[config.mk]
export PLATFORM = sky130hd
export DESIGN_NAME = pwm_pulse_gen
export DESIGN_NICKNAME = d
export VERILOG_FILES = /design/src/rtl/pwm_pkg.sv /design/src/rtl/pwm_pulse_gen_slot_timer.sv /design/src/rtl/pwm_pulse_gen.sv
export SDC_FILE = /design/constraint.sdc
export NUM_CORES = 1
export LEC_CHECK = 0
export CAP_MARGIN = 25
export CORE_ASPECT_RATIO = 0.7
export CORE_MARGIN = 5
export CORE_UTILIZATION = 50
export CTS_CLUSTER_DIAMETER = 80
export CTS_CLUSTER_SIZE = 40
export DETAILED_ROUTE_END_ITERATION = 6
export MAX_ROUTING_LAYER = met4
export PLACE_DENSITY = 0.8
export SYNTH_ARGS = -nofsm -noshare
export SYNTH_HDL_FRONTEND = slang
export SYNTH_SLANG_ARGS = --single-unit
[constraint.sdc]
create_clock -name clk_100M -period 4.5 [get_ports clk_100M]
set_clock_uncertainty 0.2 [all_clocks]
set_input_delay 0.675 -clock clk_100M [delete_from_list [all_inputs] [get_ports clk_100M]]
set_output_delay 0.675 -clock clk_100M [all_outputs]
set_load 0.01 [all_outputs]
[src/rtl/pwm_pkg.sv]
// Shared definitions for the PWM pulse generator: FSM encoding, control bit
// positions and default field widths.
package pwm_pkg;

    typedef enum logic [1:0] {
        IDLE = 2'd0,
        HIGH = 2'd1,
        LOW  = 2'd2,
        DONE = 2'd3
    } pwm_state_t;

    localparam int unsigned CTRL_START = 0;
    localparam int unsigned CTRL_STOP  = 1;

    localparam int unsigned DEF_DUTY_WIDTH = 8;
    localparam int unsigned DEF_DEAD_WIDTH = 17;
    localparam int unsigned DEF_PAT_WIDTH  = 32;

endpackage

[src/rtl/pwm_pulse_gen_slot_timer.sv]
// Loadable down-counter shared by the HIGH and LOW phases; last flags the
// final clock of the current phase.
module pwm_slot_timer
    import pwm_pkg::*;
#(
    parameter int unsigned WIDTH = DEF_DEAD_WIDTH
) (
    input  logic             clk,
    input  logic             rst_n,
    input  logic             load,
    input  logic [WIDTH-1:0] load_val,
    output logic             last
);

    logic [WIDTH-1:0] count;

    always_ff @(posedge clk or negedge rst_n) begin
        if (!rst_n) begin
            count <= '0;
        end else if (load) begin
            count <= load_val;
        end else if (count != '0) begin
            count <= count - 1'b1;
        end
    end

    assign last = (count == WIDTH'(1));

endmodule

[src/rtl/pwm_pulse_gen.sv]
// Single-channel gated pulse-train generator with busy/valid/done status.
// Optional per-slot pattern masking is enabled by defining PWM_PAT_EN.
module pwm_pulse_gen
    import pwm_pkg::*;
#(
    parameter int unsigned _PAT_WIDTH  = DEF_PAT_WIDTH,
    parameter int unsigned _DUTY_WIDTH = DEF_DUTY_WIDTH,
    parameter int unsigned _DEAD_WIDTH = DEF_DEAD_WIDTH
) (
    input  logic                   clk_100M,
    input  logic                   rst_n,
    input  logic                   cfg_wr,
    input  logic [7:0]             ctrl_sta,
    input  logic [_DUTY_WIDTH-1:0] duty_num,
    input  logic [_DEAD_WIDTH-1:0] pulse_dessert,
    input  logic [7:0]             pulse_num,
    input  logic [_PAT_WIDTH-1:0]  pat,
    output logic                   pwm_out,
    output logic                   pwm_busy,
    output logic                   pwm_valid,
    output logic                   pwm_done
);

    pwm_state_t state, state_n;

    logic [_DUTY_WIDTH-1:0] duty_q, duty_n;
    logic [_DEAD_WIDTH-1:0] dessert_q, dessert_n;
    logic [7:0]             num_q, num_n;
    logic [7:0]             cnt_q, cnt_n;
    logic                   valid_n, out_n, busy_n, done_n;
    logic                   start, stop, slot_end;
    logic                   timer_load, timer_last;
    logic [_DEAD_WIDTH-1:0] timer_val;
    logic                   unused_inputs;

`ifdef PWM_PAT_EN
    localparam int unsigned IDX_W = (_PAT_WIDTH > 1) ? $clog2(_PAT_WIDTH) : 1;
    logic [_PAT_WIDTH-1:0] pat_q, pat_n;
    logic [IDX_W-1:0]      idx_q, idx_n;

    assign unused_inputs = ^ctrl_sta[7:2];
`else
    assign unused_inputs = ^{ctrl_sta[7:2], pat};
`endif

    assign stop  = cfg_wr & ctrl_sta[CTRL_STOP];
    assign start = cfg_wr & ctrl_sta[CTRL_START] & ~stop;

    pwm_slot_timer #(.WIDTH(_DEAD_WIDTH)) u_timer (
        .clk      (clk_100M),
        .rst_n    (rst_n),
        .load     (timer_load),
        .load_val (timer_val),
        .last     (timer_last)
    );

    always_comb begin
        state_n    = state;
        duty_n     = duty_q;
        dessert_n  = dessert_q;
        num_n      = num_q;
        cnt_n      = cnt_q;
        valid_n    = pwm_valid;
        timer_load = 1'b0;
        timer_val  = '0;
        slot_end   = 1'b0;
`ifdef PWM_PAT_EN
        pat_n      = pat_q;
        idx_n      = idx_q;
`endif

        if (stop) begin
            state_n = IDLE;
        end else begin
            case (state)
                IDLE, DONE: begin
                    state_n = IDLE;
                    if (start) begin
                        if (duty_num == '0) begin
                            valid_n = 1'b0;
                        end else begin
                            duty_n     = duty_num;
                            dessert_n  = pulse_dessert;
                            num_n      = pulse_num;
                            cnt_n      = '0;
                            valid_n    = 1'b1;
                            state_n    = HIGH;
                            timer_load = 1'b1;
                            timer_val  = _DEAD_WIDTH'(duty_num);
`ifdef PWM_PAT_EN
                            pat_n      = pat;
                            idx_n      = '0;
`endif
                        end
                    end
                end
                HIGH: begin
                    if (timer_last) begin
                        if (dessert_q == '0) begin
                            slot_end = 1'b1;
                        end else begin
                            state_n    = LOW;
                            timer_load = 1'b1;
                            timer_val  = dessert_q;
                        end
                    end
                end
                LOW: begin
                    if (timer_last) begin
                        slot_end = 1'b1;
                    end
                end
                default: state_n = IDLE;
            endcase
        end

        // Slot advance is shared by HIGH (zero dead time) and LOW exits.
        if (slot_end) begin
            cnt_n = (cnt_q == 8'hFF) ? cnt_q : cnt_q + 8'd1;
`ifdef PWM_PAT_EN
            idx_n = (idx_q == IDX_W'(_PAT_WIDTH - 1)) ? '0 : idx_q + 1'b1;
`endif
            if ((num_q != '0) && ({1'b0, cnt_q} + 9'd1 == {1'b0, num_q})) begin
                state_n = DONE;
            end else begin
                state_n    = HIGH;
                timer_load = 1'b1;
                timer_val  = _DEAD_WIDTH'(duty_q);
            end
        end

        // Outputs are precomputed from the next state so they can be registered.
        out_n  = 1'b0;
        if (state_n == HIGH) begin
`ifdef PWM_PAT_EN
            out_n = pat_n[idx_n];
`else
            out_n = 1'b1;
`endif
        end
        busy_n = (state_n == HIGH) || (state_n == LOW);
        done_n = (state_n == DONE);
    end

    always_ff @(posedge clk_100M or negedge rst_n) begin
        if (!rst_n) begin
            state     <= IDLE;
            duty_q    <= '0;
            dessert_q <= '0;
            num_q     <= '0;
            cnt_q     <= '0;
            pwm_valid <= 1'b0;
            pwm_out   <= 1'b0;
            pwm_busy  <= 1'b0;
            pwm_done  <= 1'b0;
`ifdef PWM_PAT_EN
            pat_q     <= '0;
            idx_q     <= '0;
`endif
        end else begin
            state     <= state_n;
            duty_q    <= duty_n;
            dessert_q <= dessert_n;
            num_q     <= num_n;
            cnt_q     <= cnt_n;
            pwm_valid <= valid_n;
            pwm_out   <= out_n;
            pwm_busy  <= busy_n;
            pwm_done  <= done_n;
`ifdef PWM_PAT_EN
            pat_q     <= pat_n;
            idx_q     <= idx_n;
`endif
        end
    end

endmodule

# Word level (Yosys, flattened, before mapping)
# Cells that the tools add are included.
# word_totals
reg_bits	64
in_bits	76
out_inout_bits	4
word_cells	82
# classes
addsub	3
eq_ne	12
muxes	38
n_bitwise	5
reduce_logical	14
# op_table
op	n
$mux 17	7
$mux 8	8
$pmux 17 s2	1
$eq 17x1->1 const B	1
$logic_not 17->1	1
$reduce_bool 17->1	1
$sub 17x1->17 const B	1
$mux 1	14
$mux 2	5
$add 8x1->9 const B	1
$eq 9x8->1	1
$add 8x1->8 const B	1
$eq 2x2->1 const B	4
$eq 8x8->1 const B	1
$logic_not 8->1	1
$reduce_bool 8->1	1
$reduce_bool 2->1	3
$reduce_and 5->1	1
$eq 2x1->1 const B	2
$ne 2x2->1 const B	2
$pmux 1 s2	2
$pmux 2 s2	1
$reduce_and 4->1	1
$and 1x1->1	3
other kinds (7)	8

# Logic depth before layout (Yosys ltp)
# logic_depth
word_depth	9
depth_mapped	10
depth_no_buf	9

# Modules after synthesis
# Synthesis repeated with hierarchy kept, for this count alone.
# hier_totals
cells_unflattened	391
area_unflattened_um2	3651.0
# modules_own_cells
mod	n_inst	cells_each	area_each_um2	seq_area_each_um2
pwm_pulse_gen	1	273	2590.0	1176.1
pwm_slot_timer	1	118	1061.0	425.4

# Worst setup path after synthesis
# No wires, ideal clock.
# synth_path
path_type	input-to-reg
from	input duty_num[2]
to	register pwm_busy
setup_time_ns	0.126
t_arrival_ns	2.698
path_slack_ns	1.476
path_stages	7
path_buffers	2
cell_sequence	or4_1 > or4_1 > o21ai_1 > buf_2 > buf_1 > o211ai_1 > ha_1
# synth_via
elab_chain_len	8
word_cells_on_any_way	9
classes_between	eq/ne (2); mux (5); reduce/logical (2)
# synth_rtl
item	line	text
start, declared	pwm_pulse_gen.sv:14	input logic [_DUTY_WIDTH-1:0] duty_num,
$logic_not 8->1 *	pwm_pulse_gen.sv:79	if (duty_num == '0) begin
$mux 1 *	pwm_pulse_gen.sv:79	
$mux 1 *	pwm_pulse_gen.sv:78	if (start) begin
$pmux 2 s2 *	pwm_pulse_gen.sv:75	case (state)
$mux 2 *	pwm_pulse_gen.sv:72	if (stop) begin
$mux 2 *	pwm_pulse_gen.sv:118	if (slot_end) begin
named net state_n[0]	pwm_pulse_gen.sv:24	pwm_state_t state, state_n;
$eq 2x1->1 or $eq 2x2->1 (tied branches)	pwm_pulse_gen.sv:141	busy_n = (state_n == HIGH) || (state_n == LOW);
$logic_or 1x1->1 *	pwm_pulse_gen.sv:141	
named net busy_n	pwm_pulse_gen.sv:30	logic valid_n, out_n, busy_n, done_n;
end signal, assigned	pwm_pulse_gen.sv:168	pwm_busy <= busy_n;
end, declared	pwm_pulse_gen.sv:19	output logic pwm_busy,
# The timed path passes the listed nets; every way through them passes the cells marked *.
# A chain may end at the register's enable or synchronous reset.

# Worst setup path after layout
# layout_path
from	input duty_num[2]
to	register u_timer.count[10]
# layout_via
elab_chain_len	8
word_cells_on_any_way	9
classes_between	mux (7); reduce/logical (2)
# layout_rtl
item	line	text
$logic_not 8->1 *	pwm_pulse_gen.sv:79	
$mux 1 *	pwm_pulse_gen.sv:79	
$mux 1 *	pwm_pulse_gen.sv:78	
$pmux 1 s2 *	pwm_pulse_gen.sv:75	
$mux 1 *	pwm_pulse_gen.sv:72	
$mux 1	pwm_pulse_gen.sv:123	if ((num_q != '0) && ({1'b0, cnt_q} + 9'd1 == {1'b0, num_q})) begin
$mux 1 *	pwm_pulse_gen.sv:118	
$mux 17 or $reduce_bool 2->1 (tied branches)	--	
end signal, assigned	pwm_pulse_gen_slot_timer.sv:21	count <= load_val;
end signal, assigned	pwm_pulse_gen_slot_timer.sv:23	count <= count - 1'b1;
end, declared	pwm_pulse_gen_slot_timer.sv:15	logic [WIDTH-1:0] count;
# Mark *: on every way between the ends. The rest lies on a longest branch, timed or not.

==> impl_metrics.tcl <==
set metrics [dict create \
    status "finished, final reports clean" \
    rr_startpoint "u_timer.count[1]$_DFFE_PN0P_" \
    rr_worst_depth 9 \
    setup_tns_ns 0 \
    relSlewSlack 0.381 \
    gp_congestion 0.916 \
    syn_avg_cell_area_um2 10.6 \
    fin_area_um2 4290 \
    power.share.clock 0.297 \
    ys_ff_latch 64 \
    drtAntennaViolNets 0 \
    syn_to_final_growth_pct 21.3 \
    holdPathStages 1 \
    diodes 0 \
    rows 25 \
    hp-start "duty_q[7]$_DFFE_PN0P_" \
    required_ns 4.51 \
    power_frac_seq 0.439 \
    multi_input_area_um2 1840 \
    p_int_mw 1.29 \
    syn_nets 420 \
    fp.dieH_um 80.4 \
    start_util 0.519 \
    synth.distinct_cells 53 \
    synth_ff_type "dfrtp_1" \
    cts_htree_levels 3 \
    ctsRootBufferMaster "clkbuf_8" \
    synth-edff-count 0 \
    dp_hpwl_mm 6.10 \
    cap_violations 0 \
    finalHoldViolations 0 \
    vias_per_cell 5.95 \
    cts_buffers 9 \
    clk_pin_slew_ns 0.08 \
    drtPass1Iterations 5 \
    reg2reg_slack_ns 1.35 \
    grt_pass1_wl_mm 14.6 \
    worstReg2RegEnd "u_timer.count[0]$_DFFE_PN0P_" \
    endpoint_kind "flop" \
    hold_end "duty_q[7]$_DFFE_PN0P_" \
    drive_above_1_share 0.164 \
    synthArstFlopShare 1.00 \
    worstPathArrival_ns 3.43 \
    rsz0062_at_grt "no" \
    n_fill_cell 568 \
    drcViolationCount 0 \
    clock_latency_ns 0.36 \
    cp-start-kind "input port" \
    grt_overflow 0 \
    synth-seq-area-share 0.453 \
    cts_tree "done" \
    wl_per_cell_um 17.9 \
    ir_drop_mv 0.281 \
    clkSinkCount 64 \
    min_path_type "reg2reg" \
    drt_wl_total_mm 8.58 \
    ff_latch_area_um2 1600 \
    post_cts_resized 0 \
    antenna_found_initial 0 \
    final.min_clock_period_ns 3.42 \
    nNetsFinal 465 \
    p_sw_frac 0.329 \
    portBuffers 41 \
    critical_path.startpoint "duty_num[2]" \
    path_class "in2reg" \
    grt_use_total 0.214 \
    first_iter_violations 325 \
    dieArea_um2 8880 \
    placed_area_um2 4030 \
    p_sw_mw 0.632 \
    crit_fanout 21 \
    synth_cells 335 \
    p_leak_nw 1.81 \
    setup_viol 0 \
    die_width_um 111 \
    core_area_um2 6820 \
    synth_area_um2 3540 \
    max_slew.worst_pin.slew_ns 0.928 \
    grt_max_degree 43 \
    fmax_ghz 0.293 \
    ios 80 \
    powerDensity_nw_per_um2 448 \
    max-clock-path-buffers 2 \
    yosysWarnings 0 \
    period_share 0.759 \
    grt_pass1_vias 2912 \
    vias 2852 \
    slew_viol_final 0 \
    pwr-share-comb 0.264 \
]
-- critical path: stages --
cell and delay, ns:
clkdlybuf4s50_1 0.46, or4_1 0.55, or4_1 0.48, o21ai_2 0.16, buf_4 0.24, a21oi_1 0.09, buf_4 0.21, o21ai_1 0.43
o22ai_1 0.12
-- power groups by stage --
stage	logic, mW	registers, mW	clock network (mW)
finish	0.507	0.844	0.570
global placement	0.468	0.842	0
global route	0.566	0.859	0.601
CTS	0.501	0.839	0.579
detailed placement	0.499	0.849	0
floorplan	0.366	0.814	0
-- flip-flops by register name, summed over array words and instances, names as in the netlist --
name,cells
dessert_q,17
u_timer.count,17
cnt_q,8
duty_q,8
num_q,8
state,2
pwm_busy,1
pwm_done,1
pwm_out,1
pwm_valid,1
-- final cells by class --
type                       count  area share
sequential                    64       0.373
tap                           94      0.0274
clock buffer                  10      0.0321
clock inverter                 6      0.0216
inverter                       8     0.00700
multi-input combinational    249       0.429
timing repair buffer          48       0.110
-- synth_stat cells (9+ instances only) --
cell type	number	area share
dfrtp_1	64	0.45
nor2_1	34	0.036
mux2_2	25	0.080
nand2_1	22	0.023
o21ai_0	17	0.024
xnor2_1	16	0.040
nand3_1	11	0.016
a21oi_1	10	0.014
a22oi_1	9	0.019
ha_1	9	0.032
-- stage by stage --
stage | hold WS, ns | util | std cells | power, mW | worst slack [ns]
after global routing | 0.322 | 0.629 | 479 | 2.03 | 0.942
final | 0.305 | 0.629 | 479 | 1.92 | 1.08
after detailed placement | 0.288 | 0.591 | 461 | 1.35 | 0.760
after global placement | 0.283 | 0.591 | 461 | 1.31 | 0.833
after floorplan | 0.179 | - | 335 | 1.18 | 1.48
after CTS | 0.304 | 0.625 | 477 | 1.92 | 1.13
-- worst max-delay path by stage --
stage                               endpoint
2_1_floorplan             pwm_busy$_DFF_PN0_
5_1_grt        u_timer.count[10]$_DFFE_PN0P_
3_5_place_dp   u_timer.count[10]$_DFFE_PN0P_
6_report       u_timer.count[10]$_DFFE_PN0P_
4_1_cts        u_timer.count[10]$_DFFE_PN0P_
3_3_place_gp   u_timer.count[10]$_DFFE_PN0P_
-- timing repair --
action / 4_1_cts / 5_1_grt
buffers inserted: 0 / 0
endpoints found under the hold margin: 0 / 7
hold buffers: 0 / 1
-- kinds of logic (layout without fill, tap and decap cells) --
kind of cell / Yosys count / in the layout / share of synthesized area
simple gates: 114 / 114 / 0.186
compound gates: 70 / 70 / 0.138
flops: 64 / 64 / 0.453
mux: 33 / 33 / 0.102
xor+xnor: 23 / 23 / 0.0608
buf+inv: 22 / 72 / 0.0283
fa+ha+maj: 9 / 9 / 0.0318
-- per-layer routing --
metal  vias up  wire [um]  global-route usage
li1       1308          -                   -
met1      1423       3930               0.276
met2       103       3940               0.327
met3        18        528              0.0595
met4         0        187              0.0775
met5         -          0                   -
-- cells in the final DEF (no fill, tap or decap), drive strengths merged, types with 3 or more instances in the layout --
master,count
a21oi,11
a22o,8
a22oi,9
a31oi,3
and4b,3
buf,7
clkbuf,10
clkdlybuf4s50,40
dfrtp,64
ha,9
inv,8
mux2,25
mux2i,8
nand2,22
nand3,12
nand4,4
nor2,34
nor3,9
nor4,9
o21ai,25
or3,4
or4,5
xnor2,16
xor2,6
Note: power is estimated with default switching activity, not from simulation.
